[src/rtl/spi_pkg.sv]
// Purpose : shared types and sizes for the SPI frame receiver.
// Latency : n/a (declarations only).
// Backpressure: n/a; the SPI master cannot be stalled.
package spi_pkg;

  typedef enum logic [1:0] {
    IDLE,
    RECV,
    OVERRUN
  } spi_state_t;

  localparam int FRAME_BYTES = 3;
  localparam int BYTE_W      = 8;

  // One decoded frame, byte 0 in the most significant position.
  typedef struct packed {
    logic [BYTE_W-1:0] command;
    logic [BYTE_W-1:0] databyte1;
    logic [BYTE_W-1:0] databyte2;
  } frame_t;

endpackage

[src/rtl/sync_edge.sv]
// Purpose : synchronise one async input into clk and flag its rising edge.
// Latency : level valid STAGES clk after the pin; rise is combinational off the last stage.
// Backpressure: none; every sampled transition is reported.
//
// Ports:
//   clk, reset : system clock, async active-high reset
//   d          : asynchronous input
//   level      : synchronised copy of d
//   rise       : one-cycle pulse when level goes 0->1
module sync_edge #(
  parameter int   STAGES  = 2,
  parameter logic RST_VAL = 1'b0
) (
  input  logic clk,
  input  logic reset,
  input  logic d,
  output logic level,
  output logic rise
);

  logic [STAGES-1:0] sync_sr;
  logic              prev;

  always_ff @(posedge clk or posedge reset) begin
    if (reset) begin
      sync_sr <= {STAGES{RST_VAL}};
      prev    <= RST_VAL;
    end else begin
      sync_sr <= {sync_sr[STAGES-2:0], d};
      prev    <= sync_sr[STAGES-1];
    end
  end

  assign level = sync_sr[STAGES-1];
  assign rise  = level & ~prev;

endmodule

[src/rtl/spi_frame_receiver.sv]
// Purpose : SPI mode-0 slave assembling 3-byte {command, databyte1, databyte2} frames.
// Latency : spi_done rises SYNC_STAGES+1 clk after the 24th sck rising edge at the pin.
// Backpressure: none; malformed frames are dropped, pulsed on frame_err and counted.
//
// Ports:
//   clk, reset         : system clock (>= 8x sck), async active-high reset
//   sck, cs_n, sdi     : asynchronous SPI pins from the MCU
//   command/databyte*  : last good frame, held until the next spi_done
//   spi_done           : 1-cycle pulse, outputs just updated
//   frame_err          : 1-cycle pulse, frame aborted or overrun
//   err_count          : saturating count of frame_err pulses
module spi_frame_receiver
  import spi_pkg::*;
#(
  parameter int SYNC_STAGES = 2,
  parameter int ERR_W       = 8
) (
  input  logic              clk,
  input  logic              reset,
  input  logic              sck,
  input  logic              cs_n,
  input  logic              sdi,
  output logic [BYTE_W-1:0] command,
  output logic [BYTE_W-1:0] databyte1,
  output logic [BYTE_W-1:0] databyte2,
  output logic              spi_done,
  output logic              frame_err,
  output logic [ERR_W-1:0]  err_count
);

  localparam logic [1:0] LAST_IDX = 2'(FRAME_BYTES - 1);

  logic sck_s, sck_rise;
  logic cs_n_s, cs_rise;
  logic sdi_s, sdi_rise_unused;

  // All three pins share one depth so sdi stays aligned with the sck edge.
  sync_edge #(.STAGES(SYNC_STAGES), .RST_VAL(1'b0)) u_sync_sck (
    .clk(clk), .reset(reset), .d(sck), .level(sck_s), .rise(sck_rise)
  );
  // cs_n resets to the deselected level so leaving reset never looks like a select.
  sync_edge #(.STAGES(SYNC_STAGES), .RST_VAL(1'b1)) u_sync_cs (
    .clk(clk), .reset(reset), .d(cs_n), .level(cs_n_s), .rise(cs_rise)
  );
  sync_edge #(.STAGES(SYNC_STAGES), .RST_VAL(1'b0)) u_sync_sdi (
    .clk(clk), .reset(reset), .d(sdi), .level(sdi_s), .rise(sdi_rise_unused)
  );

  spi_state_t        state, state_nxt;
  logic [2:0]        bit_cnt;
  logic [1:0]        byte_idx;
  logic [BYTE_W-1:0] shreg;
  logic [BYTE_W-1:0] byte_buf [FRAME_BYTES-1];
  logic              ovr_seen;
  frame_t            frame_q;

  logic              sck_live;
  logic [BYTE_W-1:0] new_byte;
  logic              clr, shift_en, byte_done, frame_done, err_nxt, ovr_set;

  // A select released in the same cycle gates the sck edge away.
  assign sck_live = sck_rise & ~cs_n_s;
  assign new_byte = {shreg[BYTE_W-2:0], sdi_s};

  always_ff @(posedge clk or posedge reset) begin
    if (reset) state <= IDLE;
    else       state <= state_nxt;
  end

  always_comb begin
    state_nxt  = state;
    clr        = 1'b0;
    shift_en   = 1'b0;
    byte_done  = 1'b0;
    frame_done = 1'b0;
    err_nxt    = 1'b0;
    ovr_set    = 1'b0;
    case (state)
      IDLE: begin
        clr = 1'b1;
        if (!cs_n_s) state_nxt = RECV;
      end
      RECV: begin
        if (cs_rise) begin
          state_nxt = IDLE;
          err_nxt   = 1'b1;
        end else if (sck_live) begin
          shift_en = 1'b1;
          if (bit_cnt == 3'd7) begin
            if (byte_idx == LAST_IDX) begin
              frame_done = 1'b1;
              state_nxt  = OVERRUN;
            end else begin
              byte_done = 1'b1;
            end
          end
        end
      end
      OVERRUN: begin
        if (cs_rise) begin
          state_nxt = IDLE;
          err_nxt   = ovr_seen;
        end else if (sck_live) begin
          ovr_set = 1'b1;
        end
      end
      default: state_nxt = IDLE;
    endcase
  end

  always_ff @(posedge clk or posedge reset) begin
    if (reset) begin
      bit_cnt     <= '0;
      byte_idx    <= '0;
      shreg       <= '0;
      byte_buf[0] <= '0;
      byte_buf[1] <= '0;
      ovr_seen    <= 1'b0;
      frame_q     <= '0;
      spi_done    <= 1'b0;
      frame_err   <= 1'b0;
      err_count   <= '0;
    end else begin
      if (clr) begin
        bit_cnt  <= '0;
        byte_idx <= '0;
        ovr_seen <= 1'b0;
      end
      if (shift_en) begin
        shreg   <= new_byte;
        bit_cnt <= bit_cnt + 3'd1;
      end
      if (byte_done) begin
        byte_buf[byte_idx[0]] <= new_byte;
        byte_idx              <= byte_idx + 2'd1;
      end
      // The last byte is taken straight from the shifter so all three load together.
      if (frame_done) frame_q <= {byte_buf[0], byte_buf[1], new_byte};
      if (ovr_set) ovr_seen <= 1'b1;
      spi_done  <= frame_done;
      frame_err <= err_nxt;
      if (err_nxt && (err_count != {ERR_W{1'b1}})) err_count <= err_count + ERR_W'(1);
    end
  end

  assign command   = frame_q.command;
  assign databyte1 = frame_q.databyte1;
  assign databyte2 = frame_q.databyte2;

endmodule

[config.mk]
export PLATFORM = sky130hd
export DESIGN_NAME = spi_frame_receiver
export DESIGN_NICKNAME = d
export VERILOG_FILES = /design/src/rtl/spi_pkg.sv /design/src/rtl/sync_edge.sv /design/src/rtl/spi_frame_receiver.sv
export SDC_FILE = /design/constraint.sdc
export NUM_CORES = 1
export LEC_CHECK = 0
export ABC_AREA = 1
export CAP_MARGIN = 20
export CELL_PAD_IN_SITES_DETAIL_PLACEMENT = 1
export CELL_PAD_IN_SITES_GLOBAL_PLACEMENT = 1
export CORE_AREA = 5 5 90 92
export DETAILED_ROUTE_END_ITERATION = 7
export DIE_AREA = 0 0 95 97
export PLACE_DENSITY_LB_ADDON = 0.1
export RECOVER_POWER = 50
export SETUP_SLACK_MARGIN = 0.5
export SYNTH_ARGS = -nofsm -noshare
export SYNTH_HDL_FRONTEND = slang
export SYNTH_SLANG_ARGS = --single-unit
export TNS_END_PERCENT = 10
[constraint.sdc]
create_clock -name clk -period 5.65 [get_ports clk]
set_input_delay 1.695 -clock clk [delete_from_list [all_inputs] [get_ports clk]]
set_output_delay 1.695 -clock clk [all_outputs]
set_load 0.02 [all_outputs]
======== After elaboration in Yosys (flattened, before gate mapping) ========
Index checks and enable logic that the tools add are counted.
operators by class
  $add $sub $neg .......................... 3
  multipliers ............................. 0
  div/mod/pow operators ................... 0
  order comparisons ....................... 2
  eq/ne operators ......................... 10
  shift operators ......................... 0
  mux-type cells .......................... 34
  bitwise operators ....................... 7
  reduce and logical (&&, ||, !) cells .... 7
operators by type and width
  operator               number
  $mux W1                19
  $bwmux W16             1
  $mux W2                8
  $ne A3 B3 Y1 const B   3
  $add A8 B1 Y8 const B  1
  $demux W8 S1           1
  $mux W8                1
  $ne A8 B8 Y1 const B   1
  $mux W3                2
  $pmux W2 S3            1
  $reduce_bool A2 Y1     3
  $reduce_and A5 Y1      1
  $eq A2 B2 Y1 const B   2
  $ne A2 B2 Y1 const B   2
  $add A3 B1 Y3 const B  1
  $and A1 B1 Y1          3
  $eq A3 B3 Y1 const B   1
  $not A1 Y1             3
  $add A2 B1 Y2 const B  1
  $eq A2 B1 Y1 const B   1
  $ge A2 B2 Y1 const B   1
  $logic_and A1 B1 Y1    2
  $logic_not A2 Y1       1
  $lt A2 B1 Y1 const B   1
  other kinds (2)        2
word-level totals
  bits in registers ....................... 73
  bits in latches ......................... 0
  memory bits (writable) .................. 0
  bits in read-only memories .............. 0
  output and inout port bits .............. 34
  word-level logic and storage cells ...... 81
  memories kept ........................... 0

======== Longest topological paths before layout ========
  depth after elaboration ................. 7
  depth in mapped cells ................... 9

======== By module ========
A second synthesis with hierarchy kept.
second synthesis, totals
  cell total of the unflattened synthesis .. 332
  area total of the unflattened synthesis .. 3125.5 sq um
by module, submodules not included
  module                       times used  cells each  area each (sq um)
  spi_frame_receiver           1           314         2855.2
  sync_edge at u_sync_sck ...  2           6           88.8
  sync_edge at u_sync_cs       1           6           92.6

======== Worst setup path before layout ========
Ideal clock, no wire load.
  path type ............................... register to output
  from .................................... register err_count[0]
  to ...................................... output err_count[0]
  data arrival time ....................... 484 ps
  required time ........................... 3955 ps
  path slack .............................. 3471 ps
  stages on the path, launching flop included .. 1
  path buffers ............................ 0
  cell sequence ........................... dfrtp_1
RTL lines
  element                   RTL line                   text
  start: declaration        spi_frame_receiver.sv:28   output logic [ERR_W-1:0] err_count
  start signal: assignment  spi_frame_receiver.sv:142  if (err_nxt && (err_count != {ERR_W{1'b1}})) err_count <= err_count + ERR_W'(1);
No word-level cell between the ends.

==> results.cfg <==
[status]
status = complete, but fails checks
violations = capacitance limit, slew limit

[detailed_routing]
dr.pass1.iters = 4
via_per_inst = 4.64
wirelength_um = 6510
wl_per_cell_um = 13.3
drt_iter0_drc = 91
via_count = 2270
postRouteAntennaNets = 0
drcViolationCount = 0

[clocking]
clock-sinks = 73
htreeDepth = 3
cts_tree = done
cts_hold_buf = 0
cts_buffers = 9
post_cts_resized = 0
path_clk_slew_ns = 0.07
post-cts-setup-buffer-count = 0
cts_root_buf = clkbuf_8
cts.path.max_buffers = 2
clock_latency_ns = 0.34

[place]
dp_cells = 473
post_dp_cell_area_um2 = 3510
hpwl_um = 4510
place_ws_ns = 2.43
portBuffers = 38
gp_congestion = 0.746

[logic_synthesis]
syn-instance-count = 343
postSynthAreaPerCell_um2 = 8.90
synth_top_area_share_pct = 57.4
syn_nets = 356
synth_flop_cell = dfrtp_1
synth.area.top_cells = dfrtp_1 57%, nand2_1 19%, nand3_1 4.8%
synthArstFlopShare_pct = 100
yosys.area.top_type = dfrtp_1
synth_top_cells_by_count = 157 x nand2_1, 70 x dfrtp_1, 29 x nand3_1
mappedNetlistArea_um2 = 3050
yosysSeqAreaShare_pct = 60.0
synth_cell_types = 17
ys_ff_latch = 73
synth_edf_count = 0
yosysMostFrequentCell = nand2_1
yosys_warnings = 0

[setup_path]
crit_fanout = 41
cp.buffers_inverters = 3
startpoint_type = primary input
required_ns = 6.13
cp_top_family = buffers and inverters
crit_arrival_ns = 3.92
setup.worst_path.end_class = async pin
critical_path_class = primary input to async pin
path_cells = dlygate4sd3_1 > inv_1 > buf_4
slowest_delay_ns = 1.10
slowest_stage = inv_1

[grt]
track_usage_pct = 16.0
grt_start_max_net_pins = 42
grt_pass1_vias = 2494
overflow = 0
grt_pass1_wl_um = 11600
antenna_found_initial = 0

[power_and_ir_drop]
power_leakage_uw = 0.00193
power_density_nw_per_um2 = 323
power.share.combinational_pct = 14.6
swShare_pct = 28.6
finalPower_uw = 1190
clkPwrFrac_pct = 35.2
pwr-share-seq_pct = 50.3
vdd.ir_drop.worst_uv = 182
p_int_uw = 849
switching_power_uw = 341

[sta]
min_period_over_period_pct = 60.9
fmax_ghz = 0.291
rsz0062_at_grt = no
finalCriticalPeriod_ns = 3.44
tightest_slew_ns = 1.54
finalWorstSetupSlack_ns = 2.21
setup_tns_ns = 0
slew_violations = 42
slew_headroom_pct = -2.60
skew_ns = 0.00903
setup_viol = 0
hold_viol_final = 0

[die]
fp.dieH_um = 97
dieArea_um2 = 9220
rows = 31
core_area_um2 = 7140
start_util_pct = 42.8
die_width_um = 95
num_io_pins = 39

[final_layout]
diodes = 0
final_nets = 398
final_area_um2 = 3680
layoutNonFillerInstCount = 489
area_growth_pct = 20.7
drive_gt1_share_pct = 5.64

[flow_run]
drv_cap = 1

[worst_hold_path]
hold_class = flip-flop to flip-flop
## cells by family after synthesis
| group | Yosys count | share of synthesized area (%) |
|---|---|---|
| fa+ha+maj | 8 | 3.28 |
| simple gates | 204 | 27.5 |
| flops | 73 | 60.0 |
| buf+inv | 38 | 5.61 |
| xor+xnor | 3 | 0.861 |
| compound gates | 17 | 2.79 |
## power groups by stage
stage | clock network (uW) | logic [uW] | registers, uW
5_1_grt | 462 | 203 | 605
2_1_floorplan | 0 | 111 | 609
6_report | 418 | 173 | 598
3_3_place_gp | 0 | 171 | 607
4_1_cts | 430 | 181 | 599
3_5_place_dp | 0 | 180 | 608
## final timing paths
kind	startpoint	end	slack (ns)	cells after the start
max	reset	byte_buf[10]	2.21	3
min	u_sync_sck.sync_sr[0]	u_sync_sck.sync_sr[1]	0.35	0
max reg2reg	state[1]	byte_buf[9]	2.49	7
min reg2reg	u_sync_sck.sync_sr[0]	u_sync_sck.sync_sr[1]	0.35	0
max in group clk	state[1]	byte_buf[9]	2.49	7
min in group asynchronous	reset	databyte1[5]	2.25	2
## state kept, by name, indices dropped and copies added, names as in the netlist
name                count
command                 8
u_sync_cs.prev          1
frame_err               1
u_sync_sdi.sync_sr      2
byte_buf               16
byte_idx                2
bit_cnt                 3
u_sync_cs.sync_sr       2
state                   2
databyte2               8
ovr_seen                1
databyte1               8
u_sync_sck.sync_sr      2
spi_done                1
shreg                   7
u_sync_sck.prev         1
err_count               8
## metrics by stage
step	util [%]	hold WS [ns]
floorplan	-	0.331
global placement	49.1	0.334
detailed placement	49.1	0.337
CTS	52.0	0.353
global route	51.6	0.362
finish	51.6	0.350
## layer usage
| layer | part of all wire [%] | track usage [%] | vias up |
|---|---|---|---|
| li1 | - | - | 1138 |
| met1 | 46 | 19.7 | 1090 |
| met2 | 49 | 26.8 | 34 |
| met3 | 3.1 | 3.80 | 8 |
| met4 | 1.6 | 6.33 | 0 |
| met5 | 0 | 0 | - |
## cells in the final DEF (no fill, tap or decap)
master,count
ha_1,8
dlygate4sd3_1,4
o21ai_0,17
clkinvlp_4,1
dfrtp_1,70
buf_4,1
bufinv_16,1
dfstp_2,2
inv_1,29
dfstp_1,1
clkdlybuf4s50_1,34
xnor2_1,1
nor2_1,11
clkbuf_8,11
clkinv_2,1
nand3_1,30
xor2_1,2
inv_2,1
clkbuf_1,1
nand2_1,160
nor2_2,3
clkinv_4,1
## final cells by class
cell class | instances | area (um2)
clock buffers | 12 | 155
well taps | 99 | 124
clock inverters | 4 | 51.3
multi-input cells | 232 | 1020
flip-flops and latches | 73 | 1830
inverters | 30 | 113
fillers | 872 | 3450
repair buffers | 39 | 388
(Power assumes the default switching activity.)
==> RTL change 1: new RTL, config.mk and constraints unchanged <==
`ERR_W`: 8 -> 10.
--- a/src/rtl/spi_frame_receiver.sv
+++ b/src/rtl/spi_frame_receiver.sv
@@ -14,5 +14,5 @@
 #(
   parameter int SYNC_STAGES = 2,
-  parameter int ERR_W       = 8
+  parameter int ERR_W       = 10
 ) (
   input  logic              clk,
Interface: changed (resized err_count); port bits go from 39 to 41. No check against the original RTL was run, so the function may have changed too.
==> RTL change 1 against the unedited design <==
Sequential cell count is 2 higher. Cell area up 1.7%. Total power grew 2.9%. Setup slack lost 360 ps. Clock skew fell by 1.2 ps. Worst hold slack improved by 9.3 ps. Wire length fell by 0.34%. Synthesized area increased by 5.7%. Critical endpoint is now command[4].
==> RTL change 1: results (changes against the unedited design) <==
The proportion of synthesized chip area in sequential cells is 0.583 (-0.0168). The fraction of final layout cells sized beyond drive strength 1 came out at 0.0743 (+0.0179). The post-detailed-placement half-perimeter wirelength is 4470 um (-0.95%).

The largest net degree at the start of global routing came out at 34 (-19%). In the synthesized netlist, the cells that appear most often are nand2_1 (134), dfrtp_1 (72), inv_1 (26). The delay of the slowest cell on the worst path is 1020 ps (-80 ps). The leakage power came out at 1.84 nW (-4.4%). The logic depth of the worst register-to-register path came out at 8 (+1). The routed length per instance came out at 13.6 um (+2.4%). The total track usage came out at 0.154 (-0.00625).

The register-to-register setup slack is 1850 ps (-640 ps). The antenna diode count is 0 (unchanged). The endpoint identified for the worst register-to-register timing path is command[4]. The area of placed instances is 3670 um2 (+4.6%). The slew at the pin with the worst max-slew slack is 1210 ps (-328 ps). The clock transition at the registers of the reported paths came out at 90 ps (+20 ps). The count of vias placed by the detailed router is 2267 (-0.13%). The number of DRC markers in iteration 0 is 58 (-36%). The worst-case hold slack was 360 ps (+9.26 ps). The flow ran to the end, and the final reports show no timing, DRC or antenna violations.

The largest fanout on the critical path came to 33 (-20%). The post-placement worst setup slack came to 2620 ps (+192 ps). The worst-case vdd ir drop came out at 161 uV (-12%). The critical path data arrival time is 4090 ps (+170 ps).

The routability congestion estimate from global placement came out at 0.801 (+7.4%). The global-route wire length before repair came to 11200 um (-3.6%). In the post-synthesis netlist, the biggest area contributors are dfrtp_1 (56%), nand2_1 (16%), o21ai_2 (4.6%).
==> RTL change 1: cell count changes in the layout (fill, tap and decap cells not counted), moves of 3 or more <==
| cell | change |
|---|---|
| nand2_1 | -24 |
| nand3_1 | -21 |
| o21ai_0 | +16 |
| xnor2_1 | +3 |
==> RTL change 1: stage by stage <==
step                      total power, mW  std cells
after floorplan                     0.758        328
after global placement              0.819        460
after detailed placement            0.827        460
after CTS                            1.26        476
after global routing                 1.29        476
final                                1.22        476
==> RTL change 1: cell families after synthesis <==
group / Yosys count / share of synthesized area
and+or+nand+nor: 163 / 0.223
DFF: 75 / 0.583
AOI/OAI and AO/OA: 39 / 0.0818
buffers and inverters: 37 / 0.0648
adders and majority gates: 8 / 0.0310
xor gates and xnor gates: 6 / 0.0163
==> RTL change 1: cell type report <==
cell class	count	area [um2]
clock buffer	10	138
clock inverter	6	72.6
fill	849	3390
inverter	28	106
multi-input combinational	216	1010
sequential	75	1880
tap	99	124
timing repair buffer	42	415
==> RTL change 1: where the power goes <==
group | switching (mW) | internal [mW] | total [mW]
combinational | 0.118 | 0.0674 | 0.186
clock | 0.211 | 0.221 | 0.432
sequential | 0.0332 | 0.574 | 0.608
==> RTL change 1: worst max path at each step <==
stage | endpoint | slack [ps] | cells after the start | start
3_5_place_dp | databyte2[2] | 2620 | 3 | reset
3_3_place_gp | byte_buf[12] | 2630 | 3 | reset
2_1_floorplan | bit_cnt[0] | 2050 | 1 | reset
4_1_cts | err_count[2] | 2460 | 1 | err_count[2]
6_report | command[4] | 1850 | 8 | state[1]
5_1_grt | command[4] | 1350 | 8 | state[1]
==> RTL change 1: critical path: cells and delay by family (launching register included) <==
kind / cells / cell delay (ps)
and+or+nand+nor: 4 / 2170
buffers and inverters: 3 / 1000
DFF: 1 / 400
adders and majority gates: 1 / 170
==> RTL change 1: metal layers <==
| metal | wire length [um] | global-route usage |
|---|---|---|
| met5 | 0 | 0 |
| met3 | 186 | 0.0287 |
| met4 | 153 | 0.0733 |
| met2 | 3050 | 0.243 |
| met1 | 3100 | 0.202 |
==> RTL change 2: new RTL, config.mk and constraints unchanged <==
Without the edit above. Register the inputs `sck`, `cs_n` and `sdi` before use, cleared by the reset. The logic sees them one clock later. Comments in the files are not updated.
--- a/src/rtl/spi_frame_receiver.sv
+++ b/src/rtl/spi_frame_receiver.sv
@@ -31,4 +31,20 @@
   localparam logic [1:0] LAST_IDX = 2'(FRAME_BYTES - 1);
 
+  logic sck_q;
+  logic cs_n_q;
+  logic sdi_q;
+
+  always_ff @(posedge clk or posedge reset) begin
+    if (reset) begin
+      sck_q  <= '0;
+      cs_n_q <= '0;
+      sdi_q  <= '0;
+    end else begin
+      sck_q  <= sck;
+      cs_n_q <= cs_n;
+      sdi_q  <= sdi;
+    end
+  end
+
   logic sck_s, sck_rise;
   logic cs_n_s, cs_rise;
@@ -37,12 +53,12 @@
   // All three pins share one depth so sdi stays aligned with the sck edge.
   sync_edge #(.STAGES(SYNC_STAGES), .RST_VAL(1'b0)) u_sync_sck (
-    .clk(clk), .reset(reset), .d(sck), .level(sck_s), .rise(sck_rise)
+    .clk(clk), .reset(reset), .d(sck_q), .level(sck_s), .rise(sck_rise)
   );
   // cs_n resets to the deselected level so leaving reset never looks like a select.
   sync_edge #(.STAGES(SYNC_STAGES), .RST_VAL(1'b1)) u_sync_cs (
-    .clk(clk), .reset(reset), .d(cs_n), .level(cs_n_s), .rise(cs_rise)
+    .clk(clk), .reset(reset), .d(cs_n_q), .level(cs_n_s), .rise(cs_rise)
   );
   sync_edge #(.STAGES(SYNC_STAGES), .RST_VAL(1'b0)) u_sync_sdi (
-    .clk(clk), .reset(reset), .d(sdi), .level(sdi_s), .rise(sdi_rise_unused)
+    .clk(clk), .reset(reset), .d(sdi_q), .level(sdi_s), .rise(sdi_rise_unused)
   );
 
Formal check against the unedited RTL: not equivalent (a bounded check fails within 10 cycles, from zero or initial values and one cycle with reset high).
==> RTL change 2 against the unedited design <==
Total power up 7.1%. Final cell count up 0.41%. Sequential cell count grew 3. Setup slack better by 230 ps. Register-to-register slack better by 60 ps. Count of clock-buffer cells in the layout down 2. Combinational power is 7% higher. Wire length is essentially flat. Synthesized area grew 2.2%. Critical path type unchanged. Cell area rose by 2.4%. Utilization up 1.2 points. First-iteration DRC count shrank 29%. Sequential share of layout area up 0.84 points.
==> RTL change 2: results (changes against the unedited design) <==
The number of global-route vias before repair is 2513 (+0.76%). The post-placement worst setup slack came to 2450 ps (+19.9 ps). The delay of the slowest cell on the worst path is 730 ps (-370 ps). In the synthesized netlist, the cells that appear most often are nand2_1 (158), dfrtp_1 (73), nand3_1 (29). The largest net degree at the start of global routing was 50 (+19%). The total placed cells including tap cells is 475 (+0.42%). The critical path data arrival time is 3630 ps (-290 ps). By area the synthesized netlist is led by dfrtp_1 (59%), nand2_1 (19%), nand3_1 (4.7%).

The wire length after detailed routing came out at 6510 um (about the same). The area of placed instances was 3580 um2 (+2.0%). The count of vias placed by the detailed router is 2323 (+2.3%). The proportion of synthesized chip area in sequential cells came to 0.611 (+0.0111). The number of hold buffers added after CTS is 0 (unchanged). The number of H-tree branching levels came out at 3 (unchanged).

The number of distinct library cell variants in the gate-level netlist after synthesis is 18 (+1). The number of DRC markers in iteration 0 came to 65 (-29%). The largest fanout on the critical path is 49 (+20%).

The logic depth of the worst register-to-register path came to 7 (unchanged). The met2 wirelength from detailed routing is 3270 um (+1.7%). The worst-case vdd ir drop came out at 152 uV (-16%). The mean post-synth cell area is 9.04 um2 (+1.6%). The leakage power is 1.97 nW (+2.2%). The met3 wirelength from detailed routing came to 169 um (-16%). The filler cell count in the final layout is 853 (-2.2%).

The flip-flop count of the largest register, all copies and words added is 16 (unchanged). The slowest stage of the critical path is the inv_1 cell. The flow ran to the end, and the final reports show no timing, DRC or antenna violations.

The met1 wire length came out at 2960 um (-0.67%). The count of yosys warnings during synthesis is 0 (unchanged). The final instance count without filler cells came out at 491 (+0.41%). The post-cts resize count is 0 (unchanged). The total nets after synthesis is 358 (+0.56%). The fraction of final layout cells sized beyond drive strength 1 is 0.0561 (-0.000288). The clock skew after layout came out at 13.2 ps (+4.13 ps).

The routability congestion estimate from global placement came out at 0.769 (+3.2%). The final net count is 400 (+0.50%). The TritonCTS buffer count is 9 (unchanged).

The post-detailed-placement half-perimeter wirelength is 4440 um (-1.6%). The port buffer count is 38 (unchanged). Counting flops per register, the top entry is byte_buf.

The number of cells on the worst hold path is 0 (unchanged). The global-route wire length before repair came out at 11500 um (-1.4%). The slew at the pin with the worst max-slew slack came out at 1130 ps (-409 ps). The kind of cell adding the most delay to the critical path is buffers and inverters. The number of buffers on the longest clock path came out at 2 (unchanged).

The number of post-CTS setup repair buffers came to 0 (unchanged). The share of flip-flops with an asynchronous set or reset after synthesis came out at 1.00 (unchanged). The clock latency on the worst-skew pair came out at 350 ps. The initial antenna violation count came out at 0 (unchanged). The top routing layer in use is met4. The first-pass iteration count of the detailed router was 4 (unchanged). The cell sitting at the root of the clock tree is a clkbuf_8. The total track usage is 0.155 (-0.00536). The relative area change from synthesis to final layout is 20.9%.
RTL change 2: layout make-up:
| type | count | share of cell area |
|---|---|---|
| well taps | 99 | 0.0328 |
| inverters | 29 | 0.0289 |
| multi-input cells | 232 | 0.271 |
| repair buffers | 39 | 0.103 |
| clock buffers | 10 | 0.0365 |
| flip-flops and latches | 76 | 0.505 |
| clock inverters | 6 | 0.0229 |
RTL change 2: worst reg2reg max path, stage by stage, from the launching register on:
cell and delay [ps]:
dfrtp_1 400, inv_1 110, ha_1 180, nand3_1 480
nor2_1 1060, nand2_1 510, nand2_1 190, nand2_1 70
RTL change 2: cells by family (layout without fill, tap and decap cells):
| family | count (synthesis) | after routing | share of synthesized area |
|---|---|---|---|
| xor+xnor | 3 | 3 | 0.00842 |
| buf+inv | 37 | 84 | 0.0529 |
| simple gates | 205 | 205 | 0.270 |
| flops | 76 | 76 | 0.611 |
| fa+ha+maj | 8 | 8 | 0.0321 |
| compound gates | 16 | 16 | 0.0257 |
RTL change 2: path summary, 6_finish.rpt:
path / start / to / slack, ps
setup / recovery: reset / byte_idx[0] / 2440
max in group clk: err_count[5] / err_count[5] / 2520
hold / removal: sck_q / u_sync_sck.sync_sr[0] / 350
hold reg to reg: sck_q / u_sync_sck.sync_sr[0] / 350
setup reg to reg: state[1] / byte_buf[14] / 2550
min in group asynchronous: reset / databyte1[5] / 2020
RTL change 2: where the power goes:
group          total (mW)  leakage, nW  internal (mW)  switching, mW
Combinational       0.185        0.838         0.0689          0.117
Clock               0.463        0.113          0.261          0.202
Sequential          0.626         1.02          0.583         0.0430
RTL change 2: per-layer routing:
layer / global-route usage / up-vias
met1: 0.190 / 1133
met4: 0.0666 / 0
met5: 0 / -
met2: 0.265 / 34
met3: 0.0248 / 8
li1: - / 1148
